<file path="src/rtl/demux_1to2_buf_if.sv">
// Bus bundle for demux_1to2_buf: input handshake plus the two destination channels.
// master drives bytes in and consumes channels; slave is the demux itself.
interface demux_1to2_buf_if #(
    parameter int WIDTH = 8
);
    logic [WIDTH-1:0] in_data;
    logic             in_sel;
    logic             in_valid;
    logic             in_ready;
    logic [WIDTH-1:0] a_data;
    logic             a_valid;
    logic             a_ready;
    logic [WIDTH-1:0] b_data;
    logic             b_valid;
    logic             b_ready;

    modport master (
        output in_data, in_sel, in_valid, a_ready, b_ready,
        input  in_ready, a_data, a_valid, b_data, b_valid
    );

    modport slave (
        input  in_data, in_sel, in_valid, a_ready, b_ready,
        output in_ready, a_data, a_valid, b_data, b_valid
    );
endinterface

</file>
<file path="src/rtl/demux_1to2_buf.sv">
// Buffered 1-to-2 byte demultiplexer with a 2-entry in-order buffer per destination.
// Define DEMUX_CNT_EN to add 8-bit wrapping per-channel delivery counters (a_count/b_count).
module demux_1to2_buf #(
    parameter int WIDTH = 8
) (
    input  logic                 clk,
    input  logic                 rst_n,
    demux_1to2_buf_if.slave      bus
`ifdef DEMUX_CNT_EN
    ,
    output logic [7:0]           a_count,
    output logic [7:0]           b_count
`endif
);
    typedef enum logic [1:0] {
        EMPTY = 2'd0,
        ONE   = 2'd1,
        FULL  = 2'd2
    } occ_t;

    occ_t             a_state, a_next;
    occ_t             b_state, b_next;
    logic [WIDTH-1:0] a_mem [2];
    logic [WIDTH-1:0] b_mem [2];
    logic             a_wptr, a_rptr;
    logic             b_wptr, b_rptr;
    logic             in_ready;
    logic             a_valid, b_valid;
    logic             a_push, a_pop;
    logic             b_push, b_pop;

    // State register
    always_ff @(posedge clk or negedge rst_n) begin
        if (!rst_n) begin
            a_state <= EMPTY;
            b_state <= EMPTY;
        end else begin
            a_state <= a_next;
            b_state <= b_next;
        end
    end

    // Next-state logic
    always_comb begin
        a_next = a_state;
        case (a_state)
            EMPTY:   if (a_push) a_next = ONE;
            ONE:     if (a_push && !a_pop) a_next = FULL;
                     else if (!a_push && a_pop) a_next = EMPTY;
            FULL:    if (a_pop) a_next = ONE;
            default: a_next = EMPTY;
        endcase
    end

    always_comb begin
        b_next = b_state;
        case (b_state)
            EMPTY:   if (b_push) b_next = ONE;
            ONE:     if (b_push && !b_pop) b_next = FULL;
                     else if (!b_push && b_pop) b_next = EMPTY;
            FULL:    if (b_pop) b_next = ONE;
            default: b_next = EMPTY;
        endcase
    end

    // Output logic; in_ready looks only at registered state, so a pop never frees space the same cycle
    always_comb begin
        in_ready    = bus.in_sel ? (b_state != FULL) : (a_state != FULL);
        a_valid     = (a_state != EMPTY);
        b_valid     = (b_state != EMPTY);
        a_push      = bus.in_valid & in_ready & ~bus.in_sel;
        b_push      = bus.in_valid & in_ready &  bus.in_sel;
        a_pop       = a_valid & bus.a_ready;
        b_pop       = b_valid & bus.b_ready;
        bus.in_ready = in_ready;
        bus.a_valid  = a_valid;
        bus.b_valid  = b_valid;
        bus.a_data   = a_valid ? a_mem[a_rptr] : '0;
        bus.b_data   = b_valid ? b_mem[b_rptr] : '0;
    end

    always_ff @(posedge clk or negedge rst_n) begin
        if (!rst_n) begin
            a_wptr <= 1'b0;
            a_rptr <= 1'b0;
            b_wptr <= 1'b0;
            b_rptr <= 1'b0;
        end else begin
            if (a_push) a_wptr <= ~a_wptr;
            if (a_pop)  a_rptr <= ~a_rptr;
            if (b_push) b_wptr <= ~b_wptr;
            if (b_pop)  b_rptr <= ~b_rptr;
        end
    end

    // Entries need no reset: they are only observed once the state says they hold a byte
    always_ff @(posedge clk) begin
        if (a_push) a_mem[a_wptr] <= bus.in_data;
        if (b_push) b_mem[b_wptr] <= bus.in_data;
    end

`ifdef DEMUX_CNT_EN
    always_ff @(posedge clk or negedge rst_n) begin
        if (!rst_n) begin
            a_count <= '0;
            b_count <= '0;
        end else begin
            if (a_pop) a_count <= a_count + 8'd1;
            if (b_pop) b_count <= b_count + 8'd1;
        end
    end
`endif

endmodule
</file>
<file path="src/flat_wrapper.sv">
// flat-port wrapper written by rule: the top's interface ports become plain ports
module demux_1to2_buf_flat 
#(
    parameter int WIDTH = 8
)
  (clk, rst_n, bus_in_data, bus_in_sel, bus_in_valid, bus_a_ready, bus_b_ready, bus_in_ready, bus_a_data, bus_a_valid, bus_b_data, bus_b_valid);
  demux_1to2_buf_if #(.WIDTH(WIDTH)) bus_i ();
  input  logic clk;
  input  logic rst_n;
  input wire logic [$bits(bus_i.in_data)-1:0] bus_in_data;
  input wire logic [$bits(bus_i.in_sel)-1:0] bus_in_sel;
  input wire logic [$bits(bus_i.in_valid)-1:0] bus_in_valid;
  input wire logic [$bits(bus_i.a_ready)-1:0] bus_a_ready;
  input wire logic [$bits(bus_i.b_ready)-1:0] bus_b_ready;
  output wire logic [$bits(bus_i.in_ready)-1:0] bus_in_ready;
  output wire logic [$bits(bus_i.a_data)-1:0] bus_a_data;
  output wire logic [$bits(bus_i.a_valid)-1:0] bus_a_valid;
  output wire logic [$bits(bus_i.b_data)-1:0] bus_b_data;
  output wire logic [$bits(bus_i.b_valid)-1:0] bus_b_valid;
  assign bus_i.in_data = bus_in_data;
  assign bus_i.in_sel = bus_in_sel;
  assign bus_i.in_valid = bus_in_valid;
  assign bus_i.a_ready = bus_a_ready;
  assign bus_i.b_ready = bus_b_ready;
  assign bus_in_ready = bus_i.in_ready;
  assign bus_a_data = bus_i.a_data;
  assign bus_a_valid = bus_i.a_valid;
  assign bus_b_data = bus_i.b_data;
  assign bus_b_valid = bus_i.b_valid;
  demux_1to2_buf #(.WIDTH(WIDTH)) u_core (.clk(clk), .rst_n(rst_n), .bus(bus_i));
endmodule
</file>
<file path="config.mk">
export PLATFORM = sky130hd
export DESIGN_NAME = demux_1to2_buf_flat
export DESIGN_NICKNAME = d
export VERILOG_FILES = /design/src/rtl/demux_1to2_buf_if.sv /design/src/rtl/demux_1to2_buf.sv /design/src/flat_wrapper.sv
export SDC_FILE = /design/constraint.sdc
export NUM_CORES = 1
export LEC_CHECK = 0
export CORE_MARGIN = 3
export CORE_UTILIZATION = 45
export CTS_CLUSTER_DIAMETER = 150
export DETAILED_ROUTE_END_ITERATION = 8
export DONT_BUFFER_PORTS = 1
export GPL_TIMING_DRIVEN = 1
export SYNTH_ARGS = -nofsm -noshare
export SYNTH_HDL_FRONTEND = slang
export SYNTH_SLANG_ARGS = --single-unit
</file>
<file path="constraint.sdc">
create_clock -name clk -period 4.37 [get_ports clk]
set_clock_uncertainty 0.15 [all_clocks]
set_input_delay 0.874 -clock clk [delete_from_list [all_inputs] [get_ports clk]]
set_output_delay 0.874 -clock clk [all_outputs]
set_load 0.02 [all_outputs]
</file>
Word level (Yosys, flattened, before mapping)
Memories as Yosys holds them, arrays and structs flattened.
Cells that the tools add are included.

cells by class
  eq/ne operators = 12
  muxes and demuxes = 17
  bitwise gates (word level) = 10
  reductions and logical operators = 14

operator list
  kind                                                              number
  2-bit 2-to-1 mux                                                  8
  8-bit 2-to-1 mux                                                  2
  2-bit one-hot mux with 3 select lines                             2
  2-bit by 1-bit != test with 1-bit output (second input constant)  4
  3-bit by 1-bit != test with 1-bit output (second input constant)  2
  3-bit AND reduction                                               2
  1-bit AND                                                         5
  1-bit 2-to-1 mux                                                  5
  1-bit inverter                                                    5
  2-bit by 1-bit == test with 1-bit output (second input constant)  2
  2-bit == test (second input constant)                             2
  1-bit logical AND                                                 4
  1-bit zero test                                                   4
  2-bit zero test                                                   2
  2-bit != test (second input constant)                             2
  2-bit nonzero test                                                2

word-level totals
  register bits after elaboration = 8
  RAM bits = 32
  input port bits = 14
  output and inout port bits = 19
  logic and storage cells = 61
  memories = 2

memory list
  name          depth  width  rd ports  clocked after Yosys merged registers in  wr ports  RTL line              source
  u_core.a_mem  2      8      1         0                                        1         demux_1to2_buf.sv:23  logic [WIDTH-1:0] a_mem [2];
  u_core.b_mem  2      8      1         0                                        1         demux_1to2_buf.sv:24  logic [WIDTH-1:0] b_mem [2];

Longest topological paths before layout
Gate-level depths: netlist (run 1).

  depth in word-level cells = 9
  mapped depth = 3
  mapped depth without buffers = 3

Worst setup path after synthesis (run 1)
Ideal clock, no wire load.

  path type = input -> output
  start = input bus_in_sel
  end = output bus_in_ready
  arrival = 1.244 ns
  data required time = 3.346 ns
  setup slack = 2.102 ns
  stages on the path = 2
  path buffers = 0
  cell sequence = nor2_1 > a21oi_1

on the way
  cells in the longest elaborated chain, start to end = 1

ends and longest elaborated chain
  element           RTL line              source
  from (decl)       flat_wrapper.sv:11    input wire logic [$bits(bus_i.in_sel)-1:0] bus_in_sel;
  1-bit 2-to-1 mux  demux_1to2_buf.sv:68  in_ready = bus.in_sel ? (b_state != FULL) : (a_state != FULL);
  to (decl)         flat_wrapper.sv:15    output wire logic [$bits(bus_i.in_ready)-1:0] bus_in_ready;

No other way between the ends.

Final worst setup path (run 1)
  start = register u_core.b_rptr
  end = output bus_b_data[1]

on the way
  cells in the longest elaborated chain, start to end = 2

ends and longest elaborated chain
  element                 RTL line              source
  from (decl)             demux_1to2_buf.sv:26  logic b_wptr, b_rptr;
  from (signal assigned)  demux_1to2_buf.sv:92  if (b_pop) b_rptr <= ~b_rptr;
  memory read 2 x 8 bit   --
  8-bit 2-to-1 mux        demux_1to2_buf.sv:79  bus.b_data = b_valid ? b_mem[b_rptr] : '0;
  to (decl)               flat_wrapper.sv:18    output wire logic [$bits(bus_i.b_data)-1:0] bus_b_data;

No other way between the ends.

==> results of run 1 <==
[final cells by class]
cell class / count / share of cell area (%)
multi-input combinational: 64 / 25.5
sequential: 40 / 67.5
inverter: 3 / 0.655
clock inverter: 3 / 0.801
clock buffer: 5 / 2.18
tap: 46 / 3.35
[per-layer routing]
layer	vias up	share of wire [%]	track usage, %
li1	395	-	-
met1	401	42	17.1
met2	22	50	22.1
met3	6	6.9	6.29
met4	0	1.6	5.33
met5	-	0	0
[synth_stat cells (3+ instances only)]
library cell,count
edfxtp_1,32
nor2_1,19
mux2i_1,16
dfrtp_1,8
xnor2_1,5
inv_1,3
nor2_2,3
o21ai_0,3
[flip-flops by register name (all words and copies together), names as in the netlist]
signal and flops:
u_core.a_mem 16, u_core.b_state 2, u_core.b_mem 16, u_core.a_wptr 1
u_core.a_rptr 1, u_core.b_wptr 1, u_core.a_state 2, u_core.b_rptr 1
[per-stage QoR]
stage | hold slack, ns | instances | util [%] | power [mW] | worst slack [ns]
after global routing | 0.0231 | 161 | 50.3 | 0.964 | 1.67
final | 0.0606 | 161 | 50.3 | 0.910 | 1.79
after detailed placement | 0.330 | 153 | 48.8 | 0.756 | 1.89
after floorplan | 0.306 | 109 | - | 0.720 | 2.10
after CTS | 0.0458 | 161 | 50.3 | 0.924 | 1.76
after global placement | 0.330 | 153 | 48.8 | 0.751 | 1.97
[power by group through the flow]
stage	Combinational (mW)	Clock, mW	Sequential (mW)
final	0.202	0.171	0.538
after global routing	0.220	0.194	0.550
after CTS	0.206	0.176	0.541
after detailed placement	0.206	0	0.549
after global placement	0.203	0	0.548
after floorplan	0.221	0	0.498
[worst max path at each step]
stage | cells after the start | endpoint | slack [ns]
6_report | 2 | bus_b_data[1] | 1.79
5_1_grt | 2 | bus_a_data[3] | 1.67
4_1_cts | 2 | bus_a_data[0] | 1.76
3_5_place_dp | 2 | u_core.b_mem[0][3]$_DFFE_PP_ | 1.89
3_3_place_gp | 2 | u_core.b_mem[0][3]$_DFFE_PP_ | 1.97
2_1_floorplan | 2 | bus_in_ready | 2.10
[cells in the final DEF, fill, tap and decap left out]
master / n
nand3b_1: 1
a31oi_1: 1
clkinv_2: 2
and3_1: 1
nand2b_1: 1
nand2_1: 2
inv_1: 3
nor3_1: 1
clkinv_1: 1
a21oi_1: 2
nor2b_4: 2
xnor2_1: 5
o22ai_1: 1
clkbuf_4: 5
nor2_2: 3
xor2_1: 1
mux2i_1: 16
dfrtp_1: 8
edfxtp_1: 32
nand2_2: 1
and2_2: 1
o21ai_0: 3
nor2_1: 19
and2b_1: 2
nand2b_2: 1
[cells by family after synthesis]
family / synth area share (%)
flip-flops: 71.4
AND/OR/NAND/NOR: 11.5
multiplexers: 9.85
AO/OA/AOI/OAI: 2.31
XOR/XNOR: 3.23
buffers and inverters: 1.62
==> run summary, run 1 <==
Reg power frac: 59.1%
total setup buffers inserted after CTS: 0
number of distinct library cells after synthesis: 23
diodes inserted: 0
share of cells above drive strength 1: 13.0%
clk slew on worst S/H paths: 0.11 ns
syn avg cell area: 14.9 um2
max_cap viols: 0
outcome: finished, final reports clean
Fin Setup TNS: 0 ns
global placer's final weighted congestion: 0.756
Tmin final: 2.58 ns
Synth-to-Final Area Change: 5.77%
Final Slew Violations: 0
Max rail drop VDD: 0.203 mV
multi-input logic area: 438 um2
max frequency: 0.388 GHz
top-area cell type share of the netlist area: 59.1%
crit-path max FO: 9
Bufs and invs on worst path: 0
Die H: 66.1 um
Critical Path Source: u_core.b_rptr$_DFFE_PN0P_
Initial DRT Pass Iterations: 3
root buffer cell: clkbuf_4
# resized after CTS: 0
IO Pins: 33
Comb power frac: 22.1%
TritonCTS sink count: 40
register area share after synthesis: 71.4%
Crit path required time: 3.35 ns
delay-heaviest family, CP: flip-flops
R2R cell count: 2
# fillers: 302
Static Leak: 0.645 nW
area of the mapped netlist: 0.00163 mm2
Post-DP Area: 0.00167 mm2
worst slew pin tran: 1.23 ns
Net Sw Frac: 33.0%
vias in the first global route: 824
setup repair after global routing missed its margin: no
gr ovfl total: 0
global-route wire length before repair: 4230 um
Skew-Pair Late Insertion Delay: 0.34 ns
top_reg_cell synth: edfxtp_1
FF-to-FF Start: u_core.b_state[1]$_DFFE_PN0P_
TritonCTS Buffers: 5
Layout Nets: 128
row count: 21
worst r2r dst: u_core.b_mem[0][6]$_DFFE_PP_
detailed-route DRC error count: 0
H-Tree Depth: 2
synthesized instance count: 109
Slew Limit Headroom: 17.6%
crit path cell chain: mux2i_1 > nor2_1
total track usage: 14.1%
clock share of power: 18.8%
Post-CTS Hold Buffers: 0
Die Footprint: 0.00437 mm2
CP Launch Type: flip-flop
post-route cell area: 0.00172 mm2
Vias/cell: 5.12
Syn Nets: 123
Setup crit end kind: primary output
DR iter-0 viols: 22
slowest CP cell: dfrtp_1
initial antenna violation count: 0
FF-to-FF setup slack: 2.28 ns
crit path DAT: 1.55 ns
Die Span X: 66.1 um
largest net degree at the start of global routing: 13
Worst Hold Class: primary input to asynchronous set/reset pin
Setup Viol. Count Final: 0
port bufs: 0
Initial Util: 47.6%
Vias: 824
core region area: 0.00342 mm2
post-synth top area cell: edfxtp_1
DRT Wirelength: 2700 um
Crit Path Category: flip-flop to primary output
Reg area: 0.00116 mm2
Int Pwr: 610 uW
final hold vios: 0
EDFF count, synth: 32
post-synthesis register bit count: 40
Slowest Stage Delay on Critical Path: 0.69 ns
drt wl/cell: 16.8 um
TritonCTS clock tree: yes
top cells by area, synth: edfxtp_1, dfrtp_1, mux2i_1
Longest Clk Path Bufs: 2
Routed Antenna Nets: 0
crit share post-route: 59.0%
fraction of registers with async set/reset: 20.0%
Psw: 300 uW
PD cells: 529 mW/mm2
Synthesis Warnings: 0
Post-DP HPWL: 1900 um
No activity file was read; power rests on OpenSTA's default activity.
==> run 2, diff against run 1 <==
Clock period 4.37 ns to 2.3 ns, I/O delays scaled along.
==> run summary, run 2 (synthesized netlist as in run 1, its figures left out) <==
# resized after CTS: 0
crit-path max FO: 9
Die Footprint: 0.00437 mm2
gr ovfl total: 0
Vias/cell: 5.13
Synth-to-Final Area Change: 7.70%
vias in the first global route: 848
TritonCTS Buffers: 5
top flop regs: u_core.a_mem: 16 flops, u_core.b_mem: 16 flops
largest net degree at the start of global routing: 13
Vias: 846
worst slew pin tran: 0.568 ns
IO Pins: 33
Initial DRT Pass Iterations: 4
Initial Util: 47.6%
crit path DAT: 1.55 ns
global placer's final weighted congestion: 0.684
total track usage: 14.4%
PD cells: 998 mW/mm2
row count: 21
gr busiest metal: met2
CP Launch Type: flip-flop
Final Slew Violations: 0
core region area: 0.00342 mm2
DRT Wirelength: 2690 um
TritonCTS sink count: 40
final hold vios: 0
DR iter-0 viols: 30
global-route wire length before repair: 4430 um
TritonCTS clock tree: yes
Routed Antenna Nets: 0
Setup crit end kind: primary output
Layout Nets: 132
H-Tree Depth: 2
GR Util met3: 6.12%
Static Leak: 0.662 nW
detailed-route DRC error count: 0
Longest Clk Path Bufs: 2
met1 GRT Util: 17.1%
commonest non-fill, non-tap cells in the layout: edfxtp_1, nor2_1, mux2i_1
total setup buffers inserted after CTS: 0
Slew Limit Headroom: 62.2%
setup repair after global routing missed its margin: no
Tmin final: 2.16 ns
Skew-Pair Late Insertion Delay: 0.33 ns
initial antenna violation count: 0
crit share post-route: 93.9%
M2 GR Usage: 23.2%
Crit Path Category: flip-flop to primary output
share of cells above drive strength 1: 14.3%
drt wl/cell: 16.3 um
Worst Hold Class: primary input to flip-flop
most common cell after layout, fill and taps aside: edfxtp_1
Die Span X: 66.1 um
Setup Viol. Count Final: 0
port bufs: 0
clk slew on worst S/H paths: 0.10 ns
Max rail drop VDD: 0.510 mV
root buffer cell: clkbuf_4
outcome: finished, final reports clean
Fin Setup TNS: 0 ns
diodes inserted: 0
Tot Pwr: 1.75 mW
Die H: 66.1 um
Crit path required time: 1.69 ns
Post-DP HPWL: 1890 um
max frequency: 0.463 GHz
max_cap viols: 0
[run 2: cell count changes in the layout (fill, tap and decap cells not counted)]
cell	before	now
clkinv_1	1	0
buf_4	0	3
clkinv_2	2	1
clkbuf_1	0	2
dlygate4sd3_1	0	1
[run 2: final cells by class]
type	instances	area [um2]
fill	314	1670
sequential	40	1160
multi-input combinational	64	438
tap	46	57.6
clock buffer	7	45.0
timing repair buffer	4	32.5
inverter	3	11.3
clock inverter	1	5.00
[run 2: timing repair]
item | in CTS | in global routing
endpoints found under the setup margin | 0 | 0
endpoints found under the hold margin | 8 | 0
hold buffers | 1 | 0
[run 2: path summary, 6_finish.rpt]
kind / from / cells past startpoint / end / slack [ns]
worst max-delay path: u_core.a_rptr$_DFFE_PN0P_ / 2 / bus_a_data[0] / 0.14
min in group asynchronous: rst_n / 1 / u_core.a_state[1]$_DFFE_PN0P_ / 0.33
worst min register to register: u_core.b_wptr$_DFFE_PN0N_ / 1 / u_core.b_wptr$_DFFE_PN0N_ / 0.35
max in group asynchronous: rst_n / 1 / u_core.b_wptr$_DFFE_PN0N_ / 1.39
worst max register to register: u_core.a_state[0]$_DFFE_PN0P_ / 4 / u_core.a_mem[0][5]$_DFFE_PP_ / 0.67
worst min-delay path: bus_a_ready / 1 / u_core.a_state[1]$_DFFE_PN0P_ / 0.02
[run 2: per-layer routing]
| layer | part of all wire (%) | wire length [um] |
|---|---|---|
| met1 | 42 | 1140 |
| met2 | 49 | 1330 |
| met3 | 6.8 | 183 |
| met4 | 1.4 | 38 |
| met5 | 0 | 0 |
[run 2: through the flow]
step	worst slack, ns	std cells	util (%)	hold WS [ns]	instance area [um2]
floorplan	0.588	109	-	0.0144	1630
global placement	0.496	156	49.5	0.0148	1690
detailed placement	0.491	156	49.5	0.0147	1690
CTS	0.101	165	51.2	0.00872	1750
global route	0.0104	165	51.2	0.000706	1750
finish	0.140	165	51.2	0.0233	1750
[run 2: report_power, final]
part / switching [mW] / internal [mW]
registers: 0.130 / 0.895
logic: 0.235 / 0.163
clock network: 0.206 / 0.119
[run 2: worst max-delay path: stages, from the launching register on]
cell,delay (ns)
dfrtp_1,0.71
mux2i_1,0.15
nor2_1,0.35
